`config.mk`:
```
export PLATFORM = sky130hd
export DESIGN_NAME = gate_alu_reg_flat
export DESIGN_NICKNAME = d
export VERILOG_FILES = /design/src/rtl/gate_alu_pkg.sv /design/src/rtl/gate_alu_reg_if.sv /design/src/rtl/gate_alu_core.sv /design/src/rtl/gate_alu_reg.sv /design/src/flat_wrapper.sv
export SDC_FILE = /design/constraint.sdc
export NUM_CORES = 1
export LEC_CHECK = 0
export ABC_AREA = 1
export BUFFER_PORTS_ARGS = -buffer_cell sky130_fd_sc_hd__buf_2
export CAP_MARGIN = 20
export CELL_PAD_IN_SITES_DETAIL_PLACEMENT = 0
export CELL_PAD_IN_SITES_GLOBAL_PLACEMENT = 2
export CORE_UTILIZATION = 32
export DETAILED_ROUTE_END_ITERATION = 8
export PLACE_DENSITY_LB_ADDON = 0.1
export SYNTH_ARGS = -nofsm -noshare
export SYNTH_HDL_FRONTEND = slang
export SYNTH_SLANG_ARGS = --single-unit
export TNS_END_PERCENT = 100
```
`constraint.sdc`:
```
create_clock -name clk -period 4.02 [get_ports clk]
set_input_delay 0.201 -clock clk [delete_from_list [all_inputs] [get_ports clk]]
set_output_delay 0.201 -clock clk [all_outputs]
set_load 0.02 [all_outputs]
```
`src/rtl/gate_alu_pkg.sv`:
```
// Shared opcode constants and sweep sequencer state encoding for the gate ALU.
// Imported by the core, the registered top and the bench.
package gate_alu_pkg;

  localparam logic [2:0] OP_AND  = 3'd0;
  localparam logic [2:0] OP_NAND = 3'd1;
  localparam logic [2:0] OP_OR   = 3'd2;
  localparam logic [2:0] OP_NOR  = 3'd3;
  localparam logic [2:0] OP_XOR  = 3'd4;
  localparam logic [2:0] OP_XNOR = 3'd5;
  localparam logic [2:0] OP_NOT  = 3'd6;
  localparam logic [2:0] OP_PASS = 3'd7;

  typedef enum logic [1:0] {
    IDLE  = 2'd0,
    SWEEP = 2'd1,
    DRAIN = 2'd2
  } sweep_state_t;

endpackage

```
`src/rtl/gate_alu_reg_if.sv`:
```
// Operand/result stream bundle of the gate ALU plus its sweep control strobes.
// slave is the ALU side, master is the stimulus/checker side.
interface gate_alu_reg_if #(
  parameter int WIDTH = 4
);
  logic             In_valid;
  logic             In_ready;
  logic [WIDTH-1:0] Inp_1;
  logic [WIDTH-1:0] Inp_2;
  logic [2:0]       Op;
  logic             Sweep_start;
  logic [WIDTH-1:0] Outp;
  logic [WIDTH-1:0] Outp_a;
  logic [WIDTH-1:0] Outp_b;
  logic             Out_valid;
  logic             Out_ready;
  logic             Sweep_busy;
  logic             Sweep_done;

  modport master (
    output In_valid, Inp_1, Inp_2, Op, Sweep_start, Out_ready,
    input  In_ready, Outp, Outp_a, Outp_b, Out_valid, Sweep_busy, Sweep_done
  );

  modport slave (
    input  In_valid, Inp_1, Inp_2, Op, Sweep_start, Out_ready,
    output In_ready, Outp, Outp_a, Outp_b, Out_valid, Sweep_busy, Sweep_done
  );
endinterface

```
`src/rtl/gate_alu_core.sv`:
```
// Combinational bitwise logic unit: eight operations over WIDTH bits.
// Zero latency, no flow control of its own.
module gate_alu_core
  import gate_alu_pkg::*;
#(
  parameter int WIDTH = 4
) (
  input  logic [WIDTH-1:0] Inp_1,
  input  logic [WIDTH-1:0] Inp_2,
  input  logic [2:0]       Op,
  output logic [WIDTH-1:0] Outp
);

  always_comb begin
    Outp = Inp_1;
    case (Op)
      OP_AND:  Outp = Inp_1 & Inp_2;
      OP_NAND: Outp = ~(Inp_1 & Inp_2);
      OP_OR:   Outp = Inp_1 | Inp_2;
      OP_NOR:  Outp = ~(Inp_1 | Inp_2);
      OP_XOR:  Outp = Inp_1 ^ Inp_2;
      OP_XNOR: Outp = ~(Inp_1 ^ Inp_2);
      OP_NOT:  Outp = ~Inp_1;
      OP_PASS: Outp = Inp_1;
      default: Outp = Inp_1;
    endcase
  end

endmodule

```
`src/rtl/gate_alu_reg.sv`:
```
// Registered gate ALU with exhaustive operand sweep; one cycle accept-to-result latency.
// Single output register stalls in place while Out_valid && !Out_ready; In_ready drops with it.
module gate_alu_reg
  import gate_alu_pkg::*;
#(
  parameter int WIDTH = 4
) (
  input  logic           clk,
  input  logic           rst,
  gate_alu_reg_if.slave  bus
);

  localparam int CW = 2 * WIDTH;

  sweep_state_t     state, state_nxt;
  logic [CW-1:0]    cnt;
  logic [2:0]       sweep_op;

  logic             out_valid_q;
  logic [WIDTH-1:0] outp_q, outp_a_q, outp_b_q;
  logic             done_q;

  logic             load, busy, issue, sweep_arm, cnt_inc, done_nxt;
  logic [WIDTH-1:0] src_a, src_b, res;
  logic [2:0]       src_op;

  assign busy = (state != IDLE);
  assign load = !out_valid_q || bus.Out_ready;

  // Sweep counter owns the datapath for the whole sweep, external port only when idle.
  assign src_a  = busy ? cnt[WIDTH-1:0]  : bus.Inp_1;
  assign src_b  = busy ? cnt[CW-1:WIDTH] : bus.Inp_2;
  assign src_op = busy ? sweep_op        : bus.Op;

  gate_alu_core #(.WIDTH(WIDTH)) u_core (
    .Inp_1 (src_a),
    .Inp_2 (src_b),
    .Op    (src_op),
    .Outp  (res)
  );

  always_comb begin
    state_nxt = state;
    issue     = 1'b0;
    sweep_arm = 1'b0;
    cnt_inc   = 1'b0;
    done_nxt  = 1'b0;
    case (state)
      IDLE: begin
        issue = bus.In_valid && load;
        if (bus.Sweep_start) begin
          state_nxt = SWEEP;
          sweep_arm = 1'b1;
        end
      end
      SWEEP: begin
        if (load) begin
          issue = 1'b1;
          // All-ones is the last operand pair; counter parks there instead of wrapping.
          if (&cnt) state_nxt = DRAIN;
          else      cnt_inc   = 1'b1;
        end
      end
      DRAIN: begin
        if (out_valid_q && bus.Out_ready) begin
          state_nxt = IDLE;
          done_nxt  = 1'b1;
        end
      end
      default: state_nxt = IDLE;
    endcase
  end

  always_ff @(posedge clk) begin
    if (rst) begin
      state <= IDLE;
    end else begin
      state <= state_nxt;
    end
  end

  always_ff @(posedge clk) begin
    if (rst) begin
      cnt      <= '0;
      sweep_op <= OP_AND;
      done_q   <= 1'b0;
    end else begin
      done_q <= done_nxt;
      if (sweep_arm) begin
        cnt      <= '0;
        sweep_op <= bus.Op;
      end else if (cnt_inc) begin
        cnt <= cnt + 1'b1;
      end
    end
  end

  always_ff @(posedge clk) begin
    if (rst) begin
      out_valid_q <= 1'b0;
      outp_q      <= '0;
      outp_a_q    <= '0;
      outp_b_q    <= '0;
    end else if (load) begin
      out_valid_q <= issue;
      if (issue) begin
        outp_q   <= res;
        outp_a_q <= src_a;
        outp_b_q <= src_b;
      end
    end
  end

  assign bus.In_ready   = load && !busy;
  assign bus.Out_valid  = out_valid_q;
  assign bus.Outp       = outp_q;
  assign bus.Outp_a     = outp_a_q;
  assign bus.Outp_b     = outp_b_q;
  assign bus.Sweep_busy = busy;
  assign bus.Sweep_done = done_q;

endmodule

```
`src/flat_wrapper.sv`:
```
// flat-port wrapper written by rule: the top's interface ports become plain ports
module gate_alu_reg_flat import gate_alu_pkg::*;
#(
  parameter int WIDTH = 4
)
  (clk, rst, bus_In_valid, bus_Inp_1, bus_Inp_2, bus_Op, bus_Sweep_start, bus_Out_ready, bus_In_ready, bus_Outp, bus_Outp_a, bus_Outp_b, bus_Out_valid, bus_Sweep_busy, bus_Sweep_done);
  gate_alu_reg_if #(.WIDTH(WIDTH)) bus_i ();
  input  logic clk;
  input  logic rst;
  input wire logic [$bits(bus_i.In_valid)-1:0] bus_In_valid;
  input wire logic [$bits(bus_i.Inp_1)-1:0] bus_Inp_1;
  input wire logic [$bits(bus_i.Inp_2)-1:0] bus_Inp_2;
  input wire logic [$bits(bus_i.Op)-1:0] bus_Op;
  input wire logic [$bits(bus_i.Sweep_start)-1:0] bus_Sweep_start;
  input wire logic [$bits(bus_i.Out_ready)-1:0] bus_Out_ready;
  output wire logic [$bits(bus_i.In_ready)-1:0] bus_In_ready;
  output wire logic [$bits(bus_i.Outp)-1:0] bus_Outp;
  output wire logic [$bits(bus_i.Outp_a)-1:0] bus_Outp_a;
  output wire logic [$bits(bus_i.Outp_b)-1:0] bus_Outp_b;
  output wire logic [$bits(bus_i.Out_valid)-1:0] bus_Out_valid;
  output wire logic [$bits(bus_i.Sweep_busy)-1:0] bus_Sweep_busy;
  output wire logic [$bits(bus_i.Sweep_done)-1:0] bus_Sweep_done;
  assign bus_i.In_valid = bus_In_valid;
  assign bus_i.Inp_1 = bus_Inp_1;
  assign bus_i.Inp_2 = bus_Inp_2;
  assign bus_i.Op = bus_Op;
  assign bus_i.Sweep_start = bus_Sweep_start;
  assign bus_i.Out_ready = bus_Out_ready;
  assign bus_In_ready = bus_i.In_ready;
  assign bus_Outp = bus_i.Outp;
  assign bus_Outp_a = bus_i.Outp_a;
  assign bus_Outp_b = bus_i.Outp_b;
  assign bus_Out_valid = bus_i.Out_valid;
  assign bus_Sweep_busy = bus_i.Sweep_busy;
  assign bus_Sweep_done = bus_i.Sweep_done;
  gate_alu_reg #(.WIDTH(WIDTH)) u_core (.clk(clk), .rst(rst), .bus(bus_i));
endmodule
```
==> results of run 1 <==
[layout make-up]
cell class	count	area, um2	share of cell area [%]
clock buffer	3	41.3	2.08
timing repair buffer	31	155	7.81
inverter	41	154	7.75
tap	70	87.6	4.41
multi-input combinational	192	1000	50.5
clock inverter	1	5.00	0.252
sequential	27	541	27.2
[cell usage after synthesis (all sizes together)]
library cell  instances
nand4                15
clkbuf                2
nand2                77
or2                   1
buf                   5
a21oi                28
xor2                  2
inv                  41
o21ai                26
dfxtp                27
nor4                  1
nor3                  2
nand3                 7
nor2                 24
ha                    9
[power by group through the flow]
| stage | combinational, uW | clock, uW | sequential, uW |
|---|---|---|---|
| global route | 367 | 181 | 311 |
| CTS | 326 | 171 | 308 |
| finish | 323 | 160 | 307 |
| floorplan | 225 | 0 | 336 |
| detailed placement | 325 | 0 | 314 |
| global placement | 332 | 0 | 314 |
[cells by family after synthesis]
family	Yosys count	share of synthesized area, %
and+or+nand+nor	127	31.9
adders and majority gates	9	6.44
AOI/OAI and AO/OA	54	18.0
buffers and inverters	48	11.7
xor gates and xnor gates	2	1.00
DFF	27	30.9
[flip-flops by register name, summed over array words and instances (netlist names)]
| signal | cells |
|---|---|
| u_core.state | 2 |
| u_core.bus.Sweep_done | 1 |
| u_core.bus.Out_valid | 1 |
| u_core.cnt | 8 |
| u_core.bus.Outp | 4 |
| u_core.bus.Outp_a | 4 |
| u_core.bus.Outp_b | 4 |
| u_core.sweep_op | 3 |
[per-stage QoR]
stage	setup WS, ps	total power (uW)	area (um2)
after floorplan	2190	561	1750
after global placement	1460	646	1940
after detailed placement	1480	639	1940
after CTS	1450	805	1990
after global routing	1260	859	1990
final	1520	790	1990
[worst paths after layout]
| kind | cells past startpoint | endpoint | slack (ps) | from |
|---|---|---|---|---|
| setup / recovery | 11 | u_core.bus.Outp[2] | 1520 | u_core.state[1] |
| hold / removal | 3 | u_core.sweep_op[1] | 180 | bus_Op[1] |
| setup reg to reg | 11 | u_core.bus.Outp[2] | 1520 | u_core.state[1] |
| hold reg to reg | 2 | u_core.sweep_op[1] | 450 | u_core.sweep_op[1] |
[per-layer routing]
layer  part of all wire, %  vias to the layer above  track usage [%]
li1                      -                      917                -
met3                   3.7                        6             3.13
met2                    47                       34             28.5
met5                     0                        -                0
met4                   2.3                        0             4.81
met1                    47                      758             20.9
[critical path: cells and delay by family, from the launching register on]
family / cells / cell delay [ps]
buffers and inverters: 1 / 100
adder cells (fa/ha/maj): 1 / 330
AND/OR/NAND/NOR: 6 / 1200
AO/OA/AOI/OAI: 3 / 390
flip-flops: 1 / 360
==> flow_metrics.py, run 1 <==
metrics = {
    "timing": {
        "rsz0062_at_grt": "false",
        "finalCritPeriodShare_pct": 62.2,
        "hold_viol": 0,
        "worst-slew-pin-transition_ps": 886,
        "setup-violations-final": 0,
        "fmax_mhz": 400,
        "tns_ps": 0,
        "period_minus_slack_ps": 2500,
        "fin_worst_skew_ps": 4.28,
        "slew_violations": 0,
        "relSlewSlack_pct": 40.9,
        "timing.hold.ws_ps": 182,
    },
    "worst_setup_path": {
        "crit_path_max_incr_delay_ps": 700,
        "cp_max_fo": 21,
        "cp_common_cell": "nand2_1",
        "crit_path_end_kind": "flop",
        "crit_type": "reg2reg",
        "crit_chain": "nor2_2, nand2_1, o21ai_2, inv_1, ha_1, o21ai_0, nand2_1, nor2_1, nand2_1, nand2_1, a21oi_2",
        "worstPathArrival_ps": 2660,
        "startpoint_type": "flop",
        "cp_slowest_cell": "nor2_2",
        "required_ps": 4180,
    },
    "hold_path": {
        "hold_path_class": "in2reg",
    },
    "floorplanning": {
        "core_mm2": 0.00517,
        "start_util_pct": 33.8,
        "die_x_um": 75.9,
        "ioPinCount": 32,
        "die_area_mm2": 0.00576,
        "fp.dieH_um": 75.9,
        "fp-row-count": 26,
    },
    "synthesis": {
        "synth_top_area_share_pct": 30.9,
        "synth_cells": 267,
        "synth_area_leader_cell": "dfxtp_1",
        "syn_area_mm2": 0.00175,
        "seq_area_frac_synth_pct": 30.9,
        "syn_avg_cell_area_um2": 6.55,
        "ys_top_cells_by_area": "dfxtp_1, nand2_1, inv_1",
        "synth-seq-cells": 27,
        "yosysWarnings": 0,
        "synth_nets": 292,
        "synth_cell_types": 25,
    },
    "finish": {
        "drive_gt1_share_pct": 18.6,
        "layout_common_cells": "nand2_1, inv_1, buf_2",
        "fillers": 558,
        "final_nets": 321,
        "fin_util_pct": 38.4,
        "instances_no_fill": 365,
        "syn_to_final_growth_pct": 13.7,
        "final_common_cell": "nand2_1",
        "antenna_cells": 0,
    },
    "pwr": {
        "ir_worst_vdd_mv": 0.233,
        "power.density_mw_per_mm2": 398,
        "p_seq_share_pct": 38.9,
        "swShare_pct": 41.5,
        "p_clk_share_pct": 20.2,
        "intPower_uw": 462,
        "p_comb_share_pct": 40.9,
        "p_leak_uw": 0.000948,
        "p_switching_uw": 328,
    },
    "clock_tree": {
        "cts_setup_buffers": 0,
        "clockBufferDepth": 2,
        "clock_sinks": 27,
        "root_buffer": "clkbuf_8",
        "h-tree-depth": 1,
        "cts_buffers": 3,
        "cts_resized": 0,
        "cts_tree": "done",
        "insertion_delay_ps": 270,
        "clk_pin_slew_ps": 100,
        "hold_buffers": 0,
    },
    "global_route": {
        "grt_use_total_pct": 16.6,
        "grt_pass1_vias": 1552,
        "grt_pass1_wl_mm": 7.61,
        "grt_overflow_total": 0,
        "antenna_found_initial": 0,
        "grt_max_degree": 22,
    },
    "routing": {
        "vias": 1715,
        "route.detailed.drc": 0,
        "post_drt_via_cell_ratio": 4.70,
        "antenna_left": 0,
        "wl_per_cell_um": 12.5,
        "drt-initial-drc-count": 85,
        "wl_mm": 4.55,
        "drt_first_pass_iters": 4,
    },
    "status": {
        "status": "finished clean",
    },
    "placement": {
        "dp_hpwl_mm": 3.62,
        "portBuffers": 31,
        "routabilityCongestion": 0.787,
        "dp.cells": 361,
    },
    "job": {
        "maxCapViolations": 0,
    },
}
No activity file was read; power rests on OpenSTA's default activity.
==> inputs of run 2 (changes only) <==
- ABC_AREA: 1 -> 0
- CORE_UTILIZATION: 32 -> 29
- clock period: 4.02 -> 2.3 ns (I/O delays scaled with it)
==> flow_metrics.py, run 2 <==
metrics = {
    "status": {
        "status": "finished clean",
    },
    "pwr": {
        "p_leak_uw": 0.000911,
        "power.density_mw_per_mm2": 539,
        "finalPower_uw": 1110,
        "ir_worst_vdd_mv": 0.245,
    },
    "clock_tree": {
        "insertion_delay_ps": 270,
        "root_buffer": "clkbuf_8",
        "clock_sinks": 27,
        "cts_resized": 0,
        "cts_tree": "done",
        "cts_buffers": 3,
        "clk_pin_slew_ps": 100,
        "h-tree-depth": 1,
        "cts_setup_buffers": 0,
        "clockBufferDepth": 2,
        "hold_buffers": 0,
    },
    "synthesis": {
        "seq_area_frac_synth_pct": 31.0,
        "synth_cell_types": 53,
        "synth_top_flop_cell": "dfxtp_1",
        "synth_nets": 231,
        "syn_area_mm2": 0.00175,
        "synth_most_common_cell": "dfxtp_1",
        "synth-seq-cells": 27,
        "ys_top_cells_by_area": "dfxtp_1, mux2i_1, ha_1",
        "synth_area_leader_cell": "dfxtp_1",
        "synth_edf_count": 0,
        "synth_common_cells": "dfxtp_1, nor2_1, inv_1",
        "synth_cells": 206,
        "ys_async_sr_fraction_pct": 0,
        "yosysWarnings": 0,
        "synth_top_area_share_pct": 31.0,
        "syn_avg_cell_area_um2": 8.47,
    },
    "finish": {
        "multiInputGateArea_mm2": 0.00109,
        "layout_common_cells": "buf_2, dfxtp_1, nor2_1",
        "syn_to_final_growth_pct": 17.9,
        "fillers": 594,
        "regArea_um2": 541,
        "antenna_cells": 0,
        "top_register": "u_core.cnt",
        "drive_gt1_share_pct": 23.6,
        "largest_reg_flops": 8,
        "final_nets": 268,
        "final_common_cell": "buf_2",
        "final_cell_area_mm2": 0.00206,
    },
    "timing": {
        "hold_viol": 0,
        "fmax_mhz": 495,
        "worst-slew-pin-transition_ps": 594,
        "slew_violations": 0,
        "period_minus_slack_ps": 2020,
        "finalCritPeriodShare_pct": 87.8,
        "fin_worst_skew_ps": 2.61,
        "setup-violations-final": 0,
        "tns_ps": 0,
        "rsz0062_at_grt": "false",
        "relSlewSlack_pct": 60.2,
        "fin_ws_ps": 280,
    },
    "routing": {
        "wl_mm": 4.45,
        "drt_first_pass_iters": 4,
        "antenna_left": 0,
        "wl_per_cell_um": 14.2,
        "route.detailed.drc": 0,
        "drt-initial-drc-count": 73,
        "post_drt_via_cell_ratio": 5.01,
        "vias": 1573,
    },
    "worst_setup_path": {
        "cp_max_fo": 5,
        "worstPathArrival_ps": 2180,
        "required_ps": 2460,
        "r2r_cells": 8,
        "crit_type": "reg2reg",
        "startpoint_type": "flop",
        "crit_path_end_kind": "flop",
    },
    "global_route": {
        "grt_use_total_pct": 15.2,
        "grt_max_degree": 19,
        "grt_pass1_vias": 1591,
        "grt_pass1_wl_mm": 7.53,
        "grt_overflow_total": 0,
        "antenna_found_initial": 0,
    },
    "floorplanning": {
        "start_util_pct": 30.9,
        "die_x_um": 79.6,
        "core_mm2": 0.00564,
        "die_area_mm2": 0.00633,
        "fp.dieH_um": 79.6,
        "ioPinCount": 32,
        "fp-row-count": 27,
    },
    "job": {
        "maxCapViolations": 0,
    },
    "placement": {
        "routabilityCongestion": 0.803,
        "post-place-ws_ps": 276,
        "dpl_cell_area_mm2": 0.00201,
        "dp_hpwl_mm": 3.60,
        "portBuffers": 31,
    },
    "hold_path": {
        "hold_depth": 3,
        "hold_path_class": "in2reg",
    },
}
-- run 2: cell count changes after synthesis, moves of 4 or more --
cell,previous run,this run
nand2_1,73,15
inv_1,40,16
a21oi_1,24,6
nand4_1,15,1
o21ai_0,20,7
mux2i_1,0,12
a211oi_1,0,8
xnor2_1,0,7
a21oi_2,4,0
nand2b_1,0,4
nor3_1,1,5
o211ai_1,0,4
-- run 2: power breakdown --
group	switching (uW)	leakage (uW)	total [uW]	internal, uW
Sequential	20.2	0.000221	518	498
Clock	154	0.0000228	279	124
Combinational	186	0.000667	312	126
-- run 2: worst max-delay path: stages (launching register included) --
cell and delay [ps]:
dfxtp_1 340, nor2_4 190, buf_4 190, mux2i_1 450, inv_1 120, ha_1 240
o21ai_1 180, a21o_1 110, o211ai_1 80
-- run 2: kinds of logic after synthesis --
| kind of cell | synth area share (%) |
|---|---|
| buf+inv | 6.67 |
| flops | 31.0 |
| fa+ha+maj | 6.45 |
| compound gates | 21.6 |
| simple gates | 21.6 |
| xor+xnor | 4.52 |
| mux | 8.17 |
-- run 2: final timing paths --
kind	from	end	slack (ps)
worst min register to register	u_core.bus.Outp[3]	u_core.bus.Outp[3]	450
worst max register to register	u_core.state[1]	u_core.bus.Outp[1]	280
worst min-delay path	bus_Out_ready	u_core.bus.Sweep_done	110
worst max-delay path	u_core.state[1]	u_core.bus.Outp[1]	280
-- run 2: layout make-up --
type / count / area share, %
multi-input cells: 153 / 52.9
repair buffers: 41 / 11.2
inverters: 17 / 3.10
well taps: 72 / 4.38
clock buffers: 4 / 2.19
flip-flops and latches: 27 / 26.3
-- run 2: per-stage QoR --
stage	std cells	hold WS (ps)	util [%]
finish	314	109	36.5
global route	314	112	36.5
CTS	314	103	36.5
detailed placement	310	411	35.7
global placement	310	407	35.7
floorplan	206	263	-
-- run 2: metal layers --
| layer | up-vias | global-route usage (%) | wire [um] |
|---|---|---|---|
| met4 | 0 | 4.73 | 47 |
| met1 | 724 | 18.5 | 2050 |
| met3 | 6 | 2.29 | 152 |
| met2 | 31 | 27.2 | 2190 |
| li1 | 812 | - | - |
| met5 | - | 0 | 0 |
==> inputs of run 3 (changes only) <==
- PLACE_DENSITY: default -> 0.74
- PLACE_DENSITY_LB_ADDON: 0.1 -> default
==> flow_metrics.py, run 3 (synthesized netlist as in run 2, its figures left out) <==
metrics = {
    "status": {
        "status": "finished clean",
    },
    "floorplanning": {
        "die_x_um": 79.6,
        "ioPinCount": 32,
        "start_util_pct": 30.9,
        "die_area_mm2": 0.00633,
        "fp.dieH_um": 79.6,
        "fp-row-count": 27,
        "core_mm2": 0.00564,
    },
    "finish": {
        "fin_util_pct": 36.3,
        "top_register": "u_core.cnt",
        "drive_gt1_share_pct": 23.2,
        "layout_common_cells": "buf_2, dfxtp_1, nor2_1",
        "final_common_cell": "buf_2",
        "largest_reg_flops": 8,
        "syn_to_final_growth_pct": 17.5,
        "antenna_cells": 0,
        "final_nets": 267,
    },
    "timing": {
        "hold_viol": 0,
        "tns_ps": 0,
        "relSlewSlack_pct": 58.9,
        "slew_violations": 0,
        "setup-violations-final": 0,
        "fmax_mhz": 485,
        "rsz0062_at_grt": "false",
        "finalCritPeriodShare_pct": 89.6,
        "worst-slew-pin-transition_ps": 613,
        "period_minus_slack_ps": 2060,
        "fin_worst_skew_ps": 2.70,
    },
    "worst_setup_path": {
        "r2r_cells": 7,
        "required_ps": 2470,
        "r2r-start": "u_core.state[1]",
        "r2r-end": "u_core.bus.Outp[0]",
        "path_delay_family": "compound AO/OA/AOI/OAI gates",
        "cp_slowest_cell": "mux2i_1",
        "crit_start": "u_core.state[1]",
        "crit_chain": "nor2_4, buf_4, mux2i_1, ha_1, o21ai_0, a21o_1, o211ai_1",
        "worstPathArrival_ps": 2230,
        "crit_path_end_kind": "flop",
        "startpoint_type": "flop",
        "crit_type": "reg2reg",
        "reg2reg_slack_ps": 240,
        "cp_num_buf_inv": 1,
        "cp_max_fo": 7,
        "crit_path_max_incr_delay_ps": 390,
    },
    "routing": {
        "top_layer_used": "met4",
        "drt_first_pass_iters": 4,
        "drt-initial-drc-count": 37,
        "wl_mm": 4.52,
        "wl_met1_mm": 2.29,
        "route.detailed.drc": 0,
        "antenna_left": 0,
        "wl_met2_mm": 2.08,
        "vias": 1544,
        "wl_per_cell_um": 14.4,
        "routed-wl-met3_um": 101,
        "post_drt_via_cell_ratio": 4.93,
    },
    "clock_tree": {
        "cts_buffers": 3,
        "cts_resized": 0,
        "cts_setup_buffers": 0,
        "insertion_delay_ps": 280,
        "clockBufferDepth": 2,
        "clock_sinks": 27,
        "hold_buffers": 0,
        "cts_tree": "done",
        "clk_pin_slew_ps": 100,
        "h-tree-depth": 1,
        "root_buffer": "clkbuf_8",
    },
    "hold_path": {
        "hold_path_class": "in2reg",
        "hold_depth": 3,
        "min_to": "u_core.bus.Sweep_done",
        "hold_path.startpoint": "bus_Out_ready",
    },
    "pwr": {
        "p_leak_uw": 0.000907,
        "ir_worst_vdd_mv": 0.275,
        "power.density_mw_per_mm2": 543,
    },
    "placement": {
        "routabilityCongestion": 0.777,
        "portBuffers": 31,
        "dp_hpwl_mm": 3.47,
    },
    "global_route": {
        "grt_pass1_wl_mm": 7.13,
        "antenna_found_initial": 0,
        "grt_overflow_total": 0,
        "grt_max_degree": 19,
        "grt_use_total_pct": 14.7,
        "grt_pass1_vias": 1442,
    },
    "job": {
        "maxCapViolations": 0,
    },
}
[run 3: worst min-delay path, delay by kind of cell]
family,cells,cell delay [ps]
simple gates,2,130
buf+inv,1,110
[run 3: worst max-delay path by stage]
| stage | endpoint | depth (start not counted) |
|---|---|---|
| 6_report | u_core.bus.Outp[0] | 7 |
| 5_1_grt | u_core.bus.Outp[0] | 8 |
| 4_1_cts | u_core.bus.Outp[0] | 7 |
| 3_5_place_dp | u_core.bus.Outp[0] | 7 |
| 3_3_place_gp | u_core.bus.Outp[2] | 8 |
| 2_1_floorplan | u_core.bus.Outp[3] | 8 |
[run 3: cell type report]
class / count / area [um2]
fill: 596 / 3590
multi-input combinational: 153 / 1090
sequential: 27 / 541
timing repair buffer: 40 / 223
tap: 72 / 90.1
inverter: 17 / 63.8
clock buffer: 4 / 45.0
[run 3: metal layers]
metal,vias up,global-route usage [%]
li1,808,-
met1,712,19.9
met2,19,24.4
met3,5,2.06
met4,0,3.82
met5,-,0
[run 3: where the power goes]
| part | total [uW] | leakage [uW] | internal [uW] | switching, uW |
|---|---|---|---|---|
| Clock | 285 | 0.0000228 | 125 | 160 |
| Sequential | 519 | 0.000221 | 498 | 20.8 |
| Combinational | 310 | 0.000663 | 124 | 186 |
[run 3: stage by stage]
step                power [uW]  std cells  cell area, um2  setup WS [ps]  hold slack (ps)
detailed placement         842        309            2010            252              414
floorplan                  742        206            1750            189              263
global placement           843        309            2010            286              414
finish                    1110        313            2050            240              110
CTS                       1130        313            2050            226              110
global route              1180        313            2050           68.9              128
